### src/rtl/proc_pkg.sv
// Shared encodings for the instruction sequencer: FSM states, PC source select
// codes and the exception vector address.
package proc_pkg;

    typedef enum logic [2:0] {
        ST_IDLE   = 3'd0,
        ST_FETCH  = 3'd1,
        ST_DECODE = 3'd2,
        ST_EXEC   = 3'd3,
        ST_MEM    = 3'd4,
        ST_WB     = 3'd5,
        ST_EXC    = 3'd6,
        ST_HALT   = 3'd7
    } state_e;

    // Code 3 is reserved and never driven.
    typedef enum logic [1:0] {
        PC_SEL_NEXT = 2'd0,
        PC_SEL_EPC  = 2'd1,
        PC_SEL_EXC  = 2'd2
    } pc_sel_e;

    localparam logic [15:0] EXC_VECTOR = 16'h0002;
    localparam int          RETIRE_W   = 16;

endpackage

### src/rtl/retire_cnt.sv
// Retired-instruction counter: increments on enable, wraps at full scale,
// cleared asynchronously by the active-low reset.
module retire_cnt #(
    parameter int W = 16
) (
    input  logic         clk_i,
    input  logic         rst_ni,
    input  logic         en_i,
    output logic [W-1:0] count_o
);

    logic [W-1:0] count_q;
    logic [W-1:0] count_d;

    assign count_d = en_i ? count_q + W'(1) : count_q;

    always_ff @(posedge clk_i or negedge rst_ni) begin
        if (!rst_ni) begin
            count_q <= '0;
        end else begin
            count_q <= count_d;
        end
    end

    assign count_o = count_q;

endmodule

### src/rtl/proc_seq.sv
// Multi-cycle instruction sequencer: steps fetch/decode/execute/memory/writeback
// and raises the datapath write strobes, counting every retired instruction.
//
//   state  | meaning
//   IDLE   | waiting for start after reset
//   FETCH  | instruction memory request held until imem_done
//   DECODE | one cycle for decode flags to settle
//   EXEC   | resolve exception / rti / halt / mem / wb / ALU
//   MEM    | data memory request held until dmem_done
//   WB     | register file write, PC update, retire
//   EXC    | EPC capture, PC to exception vector, retire
//   HALT   | stopped until reset
module proc_seq
    import proc_pkg::*;
(
    input  logic        clk,
    input  logic        rst,
    input  logic        start,
    input  logic        is_mem,
    input  logic        is_wb,
    input  logic        is_halt,
    input  logic        exception,
    input  logic        rti,
    input  logic        imem_done,
    input  logic        dmem_done,
    output logic        imem_req,
    output logic        dmem_req,
    output logic        ir_we,
    output logic        pc_we,
    output logic        rf_we,
    output logic        epc_we,
    output logic [1:0]  pc_sel,
    output logic [2:0]  state,
    output logic        halted,
    output logic [15:0] retired
);

    state_e  state_q;
    pc_sel_e pc_sel_c;
    logic    ir_we_c;
    logic    pc_we_c;
    logic    rf_we_c;
    logic    epc_we_c;
    logic    retire_c;

    always_ff @(posedge clk or negedge rst) begin
        if (!rst) begin
            state_q <= ST_IDLE;
        end else begin
            case (state_q)
                ST_IDLE: begin
                    if (start) state_q <= ST_FETCH;
                end
                ST_FETCH: begin
                    if (imem_done) state_q <= ST_DECODE;
                end
                ST_DECODE: state_q <= ST_EXEC;
                ST_EXEC: begin
                    if (exception)    state_q <= ST_EXC;
                    else if (rti)     state_q <= ST_FETCH;
                    else if (is_halt) state_q <= ST_HALT;
                    else if (is_mem)  state_q <= ST_MEM;
                    else if (is_wb)   state_q <= ST_WB;
                    else              state_q <= ST_FETCH;
                end
                ST_MEM: begin
                    if (dmem_done) state_q <= is_wb ? ST_WB : ST_FETCH;
                end
                ST_WB:   state_q <= ST_FETCH;
                ST_EXC:  state_q <= ST_FETCH;
                ST_HALT: state_q <= ST_HALT;
                default: state_q <= ST_IDLE;
            endcase
        end
    end

    // Strobes are Mealy so a done strobe is acted on in the cycle it arrives.
    always_comb begin
        pc_sel_c = PC_SEL_NEXT;
        ir_we_c  = 1'b0;
        pc_we_c  = 1'b0;
        rf_we_c  = 1'b0;
        epc_we_c = 1'b0;
        retire_c = 1'b0;
        case (state_q)
            ST_FETCH: ir_we_c = imem_done;
            ST_EXEC: begin
                if (!exception) begin
                    if (rti) begin
                        pc_we_c  = 1'b1;
                        pc_sel_c = PC_SEL_EPC;
                        retire_c = 1'b1;
                    end else if (!is_halt && !is_mem && !is_wb) begin
                        pc_we_c  = 1'b1;
                        retire_c = 1'b1;
                    end
                end
            end
            ST_MEM: begin
                if (dmem_done && !is_wb) begin
                    pc_we_c  = 1'b1;
                    retire_c = 1'b1;
                end
            end
            ST_WB: begin
                rf_we_c  = 1'b1;
                pc_we_c  = 1'b1;
                retire_c = 1'b1;
            end
            ST_EXC: begin
                epc_we_c = 1'b1;
                pc_we_c  = 1'b1;
                pc_sel_c = PC_SEL_EXC;
                retire_c = 1'b1;
            end
            default: ;
        endcase
    end

    retire_cnt #(
        .W (RETIRE_W)
    ) u_cnt (
        .clk_i   (clk),
        .rst_ni  (rst),
        .en_i    (retire_c),
        .count_o (retired)
    );

    assign imem_req = (state_q == ST_FETCH);
    assign dmem_req = (state_q == ST_MEM);
    assign halted   = (state_q == ST_HALT);
    assign state    = state_q;
    assign pc_sel   = pc_sel_c;
    assign ir_we    = ir_we_c;
    assign pc_we    = pc_we_c;
    assign rf_we    = rf_we_c;
    assign epc_we   = epc_we_c;

endmodule
### config.mk
export PLATFORM = sky130hd
export DESIGN_NAME = proc_seq
export DESIGN_NICKNAME = d
export VERILOG_FILES = /design/src/rtl/proc_pkg.sv /design/src/rtl/retire_cnt.sv /design/src/rtl/proc_seq.sv
export SDC_FILE = /design/constraint.sdc
export NUM_CORES = 1
export LEC_CHECK = 0
export CAP_MARGIN = 5
export CELL_PAD_IN_SITES_DETAIL_PLACEMENT = 0
export CELL_PAD_IN_SITES_GLOBAL_PLACEMENT = 1
export CORE_ASPECT_RATIO = 1.4
export CORE_UTILIZATION = 28
export DETAILED_ROUTE_END_ITERATION = 10
export GPL_ROUTABILITY_DRIVEN = 0
export HOLD_SLACK_MARGIN = 0.02
export PLACE_DENSITY = 0.78
export SYNTH_ARGS = -nofsm -noshare
export SYNTH_HDL_FRONTEND = slang
export SYNTH_HIERARCHICAL = 1
export SYNTH_SLANG_ARGS = --single-unit
### constraint.sdc
create_clock -name clk -period 2.1 [get_ports clk]
set_clock_uncertainty 0.2 [all_clocks]
set_input_delay 0.315 -clock clk [delete_from_list [all_inputs] [get_ports clk]]
set_output_delay 0.315 -clock clk [all_outputs]
set_load 0.005 [all_outputs]
==> metrics.txt <==
run status completed; R2R depth 9; initial DRC count 25; Post-DP HPWL 1869 µm; Final Hold Viols 0; clk_lat worst skew 0.26 ns; yosys warns 6; fin util 0.4867; clock buffer depth 2; CP startpoint state[1]; f_max 487.6 MHz; post-synthesis sequential area ratio 0.4859; vias in the first global route 924; Max Slew Vio Count 0; die height 71.95 µm; share of the synthesized area in the top cell type 0.4859; DR pass1 iterations 4; r2r setup slk 0.05 ns; Cell Area, Synth 978.4 µm²; most common library cells after synthesis dfrtp_1 (19), xnor2_1 (9), nor2_1 (7); Peak VDD IR 839.7 µV; clk sinks 19; ys async rst share 1.000; TritonCTS clock tree yes; # setup viols final 0; CP endpoint u_cnt/count_o[12]; switching share of power 0.3520; Crit path arrival time 2.03 ns; layout cells sized above 1 0.2449; Inst Count DP 176; full die area 3738 µm²; CP max FO 5; CTS hold repair buffers 0; routed length on met1 988 µm; Slew @ Worst Pin 0.4544 ns; global-route wire length before repair 4160 µm; Via density 4.861; die width 51.96 µm; max_slew headroom 0.6932; number of diodes 0; Worst Path Required 2.08 ns; max-cap violation count 0; Reg clk slew, reported paths 0.07 ns; Final Net Count 159; RSZ-0062 raised after global routing yes; Pint 1192 µW; I/O pin count 38; area growth from synthesis to layout 66.50%; number of flops mapped to enable cells by yosys 0; Row Count 25; total clock buffers created by CTS 3; # port buffers 37; post-route minimum period 2.051 ns; PwrDens 1129 nW/µm²; CTS root buf clkbuf_8; synthesized area per cell 10.64 µm²; Synth Register Bits 19; Worst Hold Class in2async; routed length on met3 128 µm; initial antenna violation count 0; Switch Pwr 647.6 µW; Syn Inst Count 92; DR top layer met4; Synth cell types 32; DRT Wirelength 2585 µm; Setup TNS Final 0 ns; clock share of power 0.138; final hold slack 0.1798 ns; Logic pwr share 0.543; Flop pwr share 0.318; core area 3347 µm²; top_reg_cell synth dfrtp_1; startpoint types flip-flop; Leakage 0.0008252 µW; vias 909; CTS H-tree lvls 1; largest cells by area after synthesis dfrtp_1 (49%), xnor2_1 (8.1%), xor2_1 (5.4%); total power 1840 µW; most area-hungry cell type in the Yosys netlist dfrtp_1; DRC errors left 0; RR Endpoint u_cnt/count_o[12]; syn_nets 103; most common cell in the netlist dfrtp_1; Routed Antenna Nets 0; met2 WL 1432 µm; Worst setup EP type flip-flop; final period utilization 0.9767; largest net degree at the start of global routing 20; WL per Instance 13.82 µm; WS Path Type reg2reg; grt ovf 0; Initial Util 0.2923; Final Instance Count excl. Fillers 187; Reg2Reg Launch Point state[1]; total track usage 0.1504
critical path, stage by stage, from the launching register on:
cell and delay, ns:
dfrtp_1 0.37, buf_6 0.12, a21oi_1 0.06, a21oi_1 0.12
o21a_1 0.18, buf_12 0.11, nand4_4 0.17, nor3_4 0.26
and4_1 0.23, xor2_1 0.14
flip-flops by register name (all words and copies together) (netlist names):
signal and flops:
u_cnt/count_o 16, state 3
cells in the final DEF (no fill, tap or decap), drive strengths merged, types with 4 or more instances in the layout:
master | Yosys | final
clkdlybuf4s50 | 0 | 25
nor2 | 7 | 7
and3 | 4 | 4
inv | 5 | 5
xor2 | 6 | 6
nand3 | 5 | 5
buf | 2 | 16
nand4 | 4 | 4
dfrtp | 19 | 19
xnor2 | 9 | 9
nand2 | 6 | 6
dlymetal6s2s | 0 | 6
nor3 | 4 | 4
dlygate4sd2 | 0 | 6
layer usage:
layer | GRT usage | vias to the layer above
met1 | 0.1602 | 433
met3 | 0.01887 | 6
met4 | 0.06306 | 0
met5 | 0 | -
met2 | 0.2849 | 37
li1 | - | 433
repair_timing:
action / 4_1_cts / 5_1_grt
endpoints found under the setup margin: 9 / 13
pin swaps: 6 / 4
gates resized for setup: 13 / 11
buffers inserted: 5 / 2
how the worst min path moves through the flow:
stage          slack, ns  depth (start not counted)                 to
3_5_place_dp        0.27                          1  u_cnt/count_o[15]
2_1_floorplan      -0.18                          0           state[0]
5_1_grt             0.21                          2   u_cnt/count_o[9]
4_1_cts             0.19                          2   u_cnt/count_o[9]
3_3_place_gp        0.28                          1  u_cnt/count_o[15]
6_report            0.18                          2   u_cnt/count_o[9]
cell type report:
type	count	area, µm²
clock buffer	3	41.29
tap	40	50.05
timing repair buffer	53	518.0
multi-input combinational	66	520.5
sequential	19	475.5
fill	308	1718
inverter	5	18.77
clock inverter	1	5.005
cell families (layout without fill, tap and decap cells):
logic type	Yosys count	count (layout)	synth area share
compound gates	10	10	0.07161
xor+xnor	15	15	0.1343
fa+ha+maj	1	1	0.01279
buf+inv	7	62	0.03196
flops	19	19	0.4859
mux	2	2	0.02174
simple gates	38	38	0.2417
power by group through the flow:
stage | logic (µW) | clock network [µW] | registers (µW)
after global routing | 1080 | 272 | 597
after detailed placement | 851 | 0 | 595
final | 1000 | 255 | 585
after global placement | 829 | 0 | 595
after CTS | 964 | 258 | 584
after floorplan | 351 | 0 | 592
through the flow:
stage | worst slack (ns) | instance area (µm²)
6_report | 0.04898 | 1629
5_1_grt | -0.04146 | 1629
3_5_place_dp | -0.3467 | 1466
4_1_cts | -0.02192 | 1583
2_1_floorplan | 0.04293 | 978.4
3_3_place_gp | -0.2965 | 1466
No activity file was read; power rests on OpenSTA's default activity.
